`src/rtl/uart_rx_frontend.sv`:
```
// UART receive front end: oversampling tick divider, 2-flop rx synchronizer,
// 8N1 receive FSM with sticky framing error and one-clk done pulse.
`timescale 1ns/1ps
module uart_rx_frontend #(
    parameter int unsigned CLOCK_RATE = 100_000_000,
    parameter int unsigned BAUD_RATE  = 9600,
    parameter int unsigned OVERSAMPLE = 16
) (
    input  logic       clk,
    input  logic       rst,
    input  logic       rx,
    input  logic       en,
    output logic [7:0] data_out,
    output logic       done,
    output logic       busy,
    output logic       err
);

    localparam int unsigned DIV_RAW = CLOCK_RATE / (BAUD_RATE * OVERSAMPLE);
    localparam int unsigned DIV     = (DIV_RAW < 1) ? 1 : DIV_RAW;
    localparam int unsigned DIV_W   = (DIV > 1) ? $clog2(DIV) : 1;
    localparam int unsigned CNT_W   = $clog2(OVERSAMPLE);

    localparam logic [DIV_W-1:0] DIV_MAX  = DIV_W'(DIV - 1);
    localparam logic [CNT_W-1:0] HALF_MAX = CNT_W'(OVERSAMPLE / 2 - 1);
    localparam logic [CNT_W-1:0] FULL_MAX = CNT_W'(OVERSAMPLE - 1);

    typedef enum logic [2:0] {
        IDLE      = 3'd0,
        START     = 3'd1,
        DATA      = 3'd2,
        STOP      = 3'd3,
        WAIT_IDLE = 3'd4
    } state_t;

    logic [DIV_W-1:0] div_cnt;
    logic             tick_c;
    logic             rx_meta;
    logic             rx_sync;

    state_t           state,     state_n;
    logic [CNT_W-1:0] samp_cnt,  samp_cnt_n;
    logic [2:0]       bit_idx,   bit_idx_n;
    logic [7:0]       shift_reg, shift_reg_n;
    logic [7:0]       data_n;
    logic             err_n;
    logic             busy_n;
    logic             frame_done_c;

    assign tick_c = (div_cnt == DIV_MAX);

    // Free-running oversample tick divider
    always_ff @(posedge clk) begin
        if (rst) begin
            div_cnt <= '0;
        end else if (tick_c) begin
            div_cnt <= '0;
        end else begin
            div_cnt <= div_cnt + DIV_W'(1);
        end
    end

    // Two-flop synchronizer for the asynchronous rx pin, idles high
    always_ff @(posedge clk) begin
        if (rst) begin
            rx_meta <= 1'b1;
            rx_sync <= 1'b1;
        end else begin
            rx_meta <= rx;
            rx_sync <= rx_meta;
        end
    end

    // Next-state and output logic; frame work happens only on tick cycles
    always_comb begin
        state_n      = state;
        samp_cnt_n   = samp_cnt;
        bit_idx_n    = bit_idx;
        shift_reg_n  = shift_reg;
        data_n       = data_out;
        err_n        = err;
        frame_done_c = 1'b0;

        if (!en) begin
            state_n    = IDLE;
            samp_cnt_n = '0;
            bit_idx_n  = '0;
        end else if (tick_c) begin
            unique case (state)
                IDLE: begin
                    samp_cnt_n = '0;
                    bit_idx_n  = '0;
                    if (!rx_sync) begin
                        state_n = START;
                    end
                end
                START: begin
                    if (samp_cnt == HALF_MAX) begin
                        samp_cnt_n = '0;
                        if (!rx_sync) begin
                            err_n     = 1'b0;
                            bit_idx_n = '0;
                            state_n   = DATA;
                        end else begin
                            state_n   = IDLE;
                        end
                    end else begin
                        samp_cnt_n = samp_cnt + CNT_W'(1);
                    end
                end
                DATA: begin
                    if (samp_cnt == FULL_MAX) begin
                        samp_cnt_n           = '0;
                        shift_reg_n[bit_idx] = rx_sync;
                        if (bit_idx == 3'd7) begin
                            state_n = STOP;
                        end else begin
                            bit_idx_n = bit_idx + 3'd1;
                        end
                    end else begin
                        samp_cnt_n = samp_cnt + CNT_W'(1);
                    end
                end
                STOP: begin
                    if (samp_cnt == FULL_MAX) begin
                        samp_cnt_n = '0;
                        if (rx_sync) begin
                            data_n       = shift_reg;
                            frame_done_c = 1'b1;
                            state_n      = IDLE;
                        end else begin
                            err_n   = 1'b1;
                            state_n = WAIT_IDLE;
                        end
                    end else begin
                        samp_cnt_n = samp_cnt + CNT_W'(1);
                    end
                end
                WAIT_IDLE: begin
                    if (rx_sync) begin
                        state_n = IDLE;
                    end
                end
                default: begin
                    state_n = IDLE;
                end
            endcase
        end

        busy_n = (state_n == START) || (state_n == DATA) || (state_n == STOP);
    end

    // State and registered outputs
    always_ff @(posedge clk) begin
        if (rst) begin
            state     <= IDLE;
            samp_cnt  <= '0;
            bit_idx   <= '0;
            shift_reg <= '0;
            data_out  <= 8'h00;
            done      <= 1'b0;
            busy      <= 1'b0;
            err       <= 1'b0;
        end else begin
            state     <= state_n;
            samp_cnt  <= samp_cnt_n;
            bit_idx   <= bit_idx_n;
            shift_reg <= shift_reg_n;
            data_out  <= data_n;
            done      <= frame_done_c;
            busy      <= busy_n;
            err       <= err_n;
        end
    end

endmodule

```
`config.mk`:
```
export PLATFORM = sky130hd
export DESIGN_NAME = uart_rx_frontend
export DESIGN_NICKNAME = d
export VERILOG_FILES = /design/src/rtl/uart_rx_frontend.sv
export SDC_FILE = /design/constraint.sdc
export NUM_CORES = 1
export LEC_CHECK = 0
export CAP_MARGIN = 20
export CELL_PAD_IN_SITES_DETAIL_PLACEMENT = 1
export CELL_PAD_IN_SITES_GLOBAL_PLACEMENT = 1
export CORE_ASPECT_RATIO = 1.1
export CORE_MARGIN = 3
export CORE_UTILIZATION = 44
export CTS_CLUSTER_DIAMETER = 30
export CTS_CLUSTER_SIZE = 28
export DETAILED_ROUTE_END_ITERATION = 12
export GPL_TIMING_DRIVEN = 0
export HOLD_SLACK_MARGIN = 0.03
export PLACE_DENSITY = 0.8
export RECOVER_POWER = 100
export SLEW_MARGIN = 20
export SYNTH_ARGS = -nofsm -noshare
export SYNTH_HDL_FRONTEND = slang
export SYNTH_SLANG_ARGS = --single-unit
```
`constraint.sdc`:
```
create_clock -name clk -period 1.95 [get_ports clk]
set_input_delay 0.2925 -clock clk [delete_from_list [all_inputs] [get_ports clk]]
set_output_delay 0.2925 -clock clk [all_outputs]
set_load 0.01 [all_outputs]
```
==> results of run 1 <==
worst max-delay path, delay by kind of cell, from the launching register on:
kind | cells | cell delay [ns]
AND/OR/NAND/NOR | 4 | 0.84
flip-flops | 1 | 0.39
multiplexers | 1 | 0.21
adder cells (fa/ha/maj) | 1 | 0.17
buffers and inverters | 1 | 0.14
cell type report:
type                    instances  area [µm²]
plain buffers                  10        57.6
clock buffers                   7        86.3
clock inverters                 1        30.0
fillers                       482        1790
inverters                       3        11.3
multi-input cells             152        1050
flip-flops and latches         41         822
well taps                      52        65.1
repair buffers                 15         145
logic make-up after synthesis:
| family | after synthesis | synth area share |
|---|---|---|
| XOR/XNOR | 9 | 0.0416 |
| AND/OR/NAND/NOR | 97 | 0.277 |
| flip-flops | 41 | 0.433 |
| AO/OA/AOI/OAI | 23 | 0.0819 |
| multiplexers | 18 | 0.0950 |
| buffers and inverters | 14 | 0.0383 |
| adder cells (fa/ha/maj) | 5 | 0.0330 |
through the flow:
stage	worst slack, ns	instances	cell area [µm²]
global route	-0.0402	281	2260
floorplan	0.307	207	1900
global placement	0.0319	272	2090
CTS	0.0131	282	2220
detailed placement	0.0132	272	2090
finish	0.0686	281	2260
how the worst min path moves through the flow:
| stage | to | startpoint | slack (ns) | cells past startpoint |
|---|---|---|---|---|
| finish | done$_SDFF_PP0_ | rst | 0.34 | 2 |
| floorplan | rx_sync$_SDFF_PP1_ | rx_meta$_SDFF_PP1_ | 0.39 | 1 |
| detailed placement | rx_sync$_SDFF_PP1_ | rx_meta$_SDFF_PP1_ | 0.43 | 1 |
| global placement | rx_sync$_SDFF_PP1_ | rx_meta$_SDFF_PP1_ | 0.40 | 1 |
| global route | done$_SDFF_PP0_ | rst | 0.35 | 2 |
| CTS | done$_SDFF_PP0_ | rst | 0.33 | 2 |
Yosys cell counts, types with 3 or more instances:
| library cell | count | share of area |
|---|---|---|
| a21oi_1 | 8 | 0.021 |
| and3_1 | 4 | 0.013 |
| clkbuf_1 | 5 | 0.0099 |
| dfxtp_1 | 41 | 0.43 |
| ha_1 | 5 | 0.033 |
| inv_1 | 3 | 0.0059 |
| mux2i_1 | 18 | 0.095 |
| nand2_1 | 8 | 0.016 |
| nand2b_1 | 4 | 0.013 |
| nand3_1 | 7 | 0.018 |
| nand4_1 | 4 | 0.013 |
| nor2_1 | 43 | 0.085 |
| nor4_1 | 4 | 0.013 |
| or2_2 | 3 | 0.0099 |
| xnor2_1 | 6 | 0.028 |
| xor2_1 | 3 | 0.014 |
what timing repair did:
item,4_1_cts,5_1_grt
pin swaps,1,0
setup endpoints to repair,1,27
gates resized for setup,0,10
setup buffers,2,0
routing by layer:
metal  global-route usage  part of all wire  vias up
li1                     -                 -      764
met1                0.243              0.41      766
met2                0.356              0.54       27
met3               0.0507             0.031       11
met4               0.0706             0.019        0
met5                    0                 0        -
power breakdown:
part	internal (mW)	switching, mW
Clock	0.417	0.285
Sequential	0.844	0.00755
Combinational	0.0142	0.0269
Total	1.28	0.320
cells in the final DEF (no fill, tap or decap), types with 3 or more instances in the layout:
cell type	instances
dlygate4sd3_1	12
nand4_1	4
mux2i_1	18
or2_2	3
xor2_1	3
nor2_1	43
nor4_2	4
clkbuf_1	5
clkbuf_8	6
buf_4	3
nand2b_1	3
nand3_1	7
nand2_1	8
a21oi_1	8
xnor2_1	6
and3_1	4
inv_1	3
dfxtp_1	40
ha_1	4
==> impl_metrics.tcl, run 1 <==
set metrics [dict create \
    synth_area_um2 1900 \
    crit_chain "ha_1 > and3b_2 > and4_4 > and3_4 > buf_8 > mux2i_1 > nor2_1" \
    cp-end-kind "flop" \
    clkLatencyLatePin_ns 0.30 \
    portBuffers 13 \
    firstDrtPassIters 4 \
    ys_ff_latch 41 \
    cts.reportedPaths.clkPinSlew_ns 0.07 \
    synth_edf_count 0 \
    postSynthAreaPerCell_um2 9.16 \
    cts_tree "built" \
    cp-start-kind "flop" \
    cp.required_ns 2.11 \
    critPathKind "flop to flop" \
    reg2reg_slack_ns 0.07 \
    drt-total-wl_mm 4.82 \
    clk_path_buf_depth 2 \
    maxSlewHeadroom 0.676 \
    clock_skew_ns 0.00794 \
    cpMaxStageDelayCell "dfxtp_1" \
    cts_sinks 41 \
    timing.final.crit_share 0.965 \
    antenna_found_initial 0 \
    layout.nets 237 \
    status "finished clean" \
    finalHoldViolations 0 \
    slowest_delay_ns 0.39 \
    ys_seq_area_frac 0.433 \
    first_global_vias 1610 \
    cts_root_buf "clkbuf_8" \
    synth_ff_type "dfxtp_1" \
    ctsHoldBuffers 0 \
    grt-ovfl-total 0 \
    gr-usage-all-layers 0.205 \
    num_rows 24 \
    worstRegToRegCells 7 \
    core_area_um2 4050 \
    crit_path_end "data_out[4]$_SDFFE_PP0P_" \
    largest_reg_flops 10 \
    io_pins 15 \
    power_leakage_nw 0.877 \
    tightest_slew_ns 0.486 \
    ant_nets 0 \
    min_period_ns 1.88 \
    finalSetupTns_ns 0 \
    worstSetupStartpoint "div_cnt[1]$_SDFF_PP0_" \
    place_hpwl_mm 3.32 \
    wire_per_inst_um 17.2 \
    initial_utilization 0.468 \
    dieArea_um2 5130 \
    clock.fmax_ghz 0.532 \
    routed-via-count 1568 \
    antenna_cells 0 \
    async_flop_share 0 \
    drive_above_1_share 0.144 \
    power_density_nw_per_um2 704 \
    crit_fanout 9 \
    power_mw 1.60 \
    syn_inst 207 \
    whs_ns 0.338 \
    setup_viol_count_final 0 \
    drt-initial-drc-count 97 \
    vdd.ir_drop.worst_v 0.000620 \
    r2r_start "div_cnt[1]$_SDFF_PP0_" \
    drv_slew 0 \
    grt_max_degree 13 \
    cts_buffers 5 \
    synth_fp_nets 216 \
    drc 0 \
    hold_class "input port to flop" \
    synth_warnings 0 \
    drv_cap 0 \
    synth.distinct_cells 47 \
    vias_per_cell 5.58 \
    dieHeight_um 74.8 \
    critPathArrivalTime_ns 2.04 \
    htree_levels 2 \
    die_width_um 68.6 \
    syn2layout_area_growth_pct 19.5 \
    grt_pass1_wl_mm 7.78 \
    gp_congestion 0.831 \
    r2r_end "data_out[4]$_SDFFE_PP0P_" \
    finish.utilization 0.559 \
]
(Power assumes the default switching activity.)
==> run 2, diff against run 1 <==
--- a/config.mk
+++ b/config.mk
@@ -10,13 +10,13 @@
 export CELL_PAD_IN_SITES_GLOBAL_PLACEMENT = 1
 export CORE_ASPECT_RATIO = 1.1
 export CORE_MARGIN = 3
-export CORE_UTILIZATION = 44
+export CORE_UTILIZATION = 35
 export CTS_CLUSTER_DIAMETER = 30
 export CTS_CLUSTER_SIZE = 28
 export DETAILED_ROUTE_END_ITERATION = 12
 export GPL_TIMING_DRIVEN = 0
 export HOLD_SLACK_MARGIN = 0.03
-export PLACE_DENSITY = 0.8
+export PLACE_DENSITY = 0.67
 export RECOVER_POWER = 100
 export SLEW_MARGIN = 20
 export SYNTH_ARGS = -nofsm -noshare
==> impl_metrics.tcl, run 2 (synthesis results as in run 1) <==
set metrics [dict create \
    status "finished clean" \
    vias_per_cell 4.97 \
    path_buf_inv 1 \
    finish.utilization 0.448 \
    dp_worst_setup_slack_ns 0.0182 \
    drv_cap 0 \
    p_clk_frac 0.425 \
    clock_skew_ns 0.00640 \
    placed_area_um2 2120 \
    first_global_vias 1530 \
    initial_utilization 0.369 \
    switching_share 0.206 \
    htree_levels 2 \
    layout.nets 238 \
    final_common_cell "nor2_1" \
    timing.final.crit_share 0.932 \
    clock.fmax_ghz 0.550 \
    num_rows 27 \
    largest_reg_flops 10 \
    grt-ovfl-total 0 \
    syn2layout_area_growth_pct 21.4 \
    routed-via-count 1496 \
    cp-start-kind "flop" \
    tightest_slew_ns 0.501 \
    vdd.ir_drop.worst_v 0.000347 \
    place_hpwl_mm 2.94 \
    power_frac_comb 0.026 \
    post-route-cell-area_um2 2300 \
    drc 0 \
    clk_path_buf_depth 2 \
    dieHeight_um 83.2 \
    power_density_nw_per_um2 673 \
    grt_max_degree 13 \
    p_sw_uw 319 \
    ctsHoldBuffers 0 \
    gp_congestion 0.750 \
    power_frac_seq 0.549 \
    drt-initial-drc-count 34 \
    cp.required_ns 2.12 \
    antenna_cells 0 \
    critical_path.top_delay_family "simple AND/OR/NAND/NOR gates" \
    cts_tree "built" \
    drv_slew 0 \
    setup_ws_ns 0.133 \
    crit_path_frequent_cell "nor2_1" \
    cts_sinks 41 \
    cts_buffers 5 \
    dieArea_um2 6340 \
    antenna_found_initial 0 \
    internal-power_mw 1.23 \
    io_pins 15 \
    finalHoldViolations 0 \
    min_period_ns 1.82 \
    power_leakage_nw 0.875 \
    clkLatencyLatePin_ns 0.29 \
    cts_root_buf "clkbuf_8" \
    wire_per_inst_um 13.7 \
    critPathKind "flop to flop" \
    cp-end-kind "flop" \
    hold_class "input port to flop" \
    cts.reportedPaths.clkPinSlew_ns 0.08 \
    maxSlewHeadroom 0.665 \
    slowest_delay_ns 0.42 \
    portBuffers 13 \
    fillers 608 \
    drive_above_1_share 0.162 \
    core_area_um2 5130 \
    crit_fanout 9 \
    final_cell_mix "nor2_1 (43), dfxtp_1 (40), mux2i_1 (18)" \
    setup_viol_count_final 0 \
    cpMaxStageDelayCell "nor2_1" \
    crit_chain "nor2_1 > and4_4 > and3_4 > buf_8 > mux2i_1 > nor2_1" \
    firstDrtPassIters 4 \
    die_width_um 76.2 \
    critPathArrivalTime_ns 1.99 \
    rsz0062_at_grt "true" \
    drt-total-wl_mm 4.13 \
    ant_nets 0 \
    grt_pass1_wl_mm 7.29 \
    gr-usage-all-layers 0.142 \
]
==> run 2: power by group through the flow <==
stage                     combinational [mW]  clock [mW]  sequential, mW
after floorplan                       0.0256           0           0.868
after global placement                0.0407           0           0.870
after detailed placement              0.0412           0           0.870
after CTS                             0.0415       0.689           0.850
after global routing                  0.0471       0.724           0.852
final                                 0.0401       0.659           0.850
==> run 2: repair_timing <==
| item | in CTS | in global routing |
|---|---|---|
| setup buffers | 0 | 3 |
| setup endpoints to repair | 0 | 28 |
| gates resized for setup | 0 | 14 |
==> run 2: path summary, 6_finish.rpt <==
kind                                            start                  endpoint  slack (ns)  cells after the start
worst min-delay path                              rst           done$_SDFF_PP0_        0.34                      2
worst max-delay path            div_cnt[4]$_SDFF_PP0_  data_out[4]$_SDFFE_PP0P_        0.13                      6
worst min register to register     rx_meta$_SDFF_PP1_        rx_sync$_SDFF_PP1_        0.42                      1
worst max register to register  div_cnt[4]$_SDFF_PP0_  data_out[4]$_SDFFE_PP0P_        0.13                      6
==> run 2: routing by layer <==
metal / track usage / up-vias / part of all wire
li1: - / 764 / -
met1: 0.188 / 711 / 0.50
met2: 0.223 / 16 / 0.46
met3: 0.0304 / 5 / 0.027
met4: 0.0643 / 0 / 0.017
met5: 0 / - / 0
==> run 2: final cells by class <==
type,instances,area [µm²],area share
sequential,41,822,0.357
clock buffer,5,68.8,0.0299
tap,72,90.1,0.0392
clock inverter,2,35.0,0.0152
timing repair buffer,16,153,0.0663
buffer,10,57.6,0.0250
inverter,3,11.3,0.00489
multi-input combinational,152,1060,0.462
==> run 2: per-stage QoR <==
stage	power [mW]	TNS, ns	instances	hold slack, ns
2_1_floorplan	0.894	0	207	0.389
5_1_grt	1.62	-0.0555	301	0.407
3_3_place_gp	0.911	0	292	0.391
3_5_place_dp	0.911	0	292	0.400
4_1_cts	1.58	0	299	0.349
6_report	1.55	0	301	0.344
==> run 2: worst register-to-register path, cell delays in order, from the launching register on <==
cell and delay, ns:
dfxtp_1 0.35, nor2_1 0.42, and4_4 0.33, and3_4 0.19, buf_8 0.14, mux2i_1 0.21, nor2_1 0.05
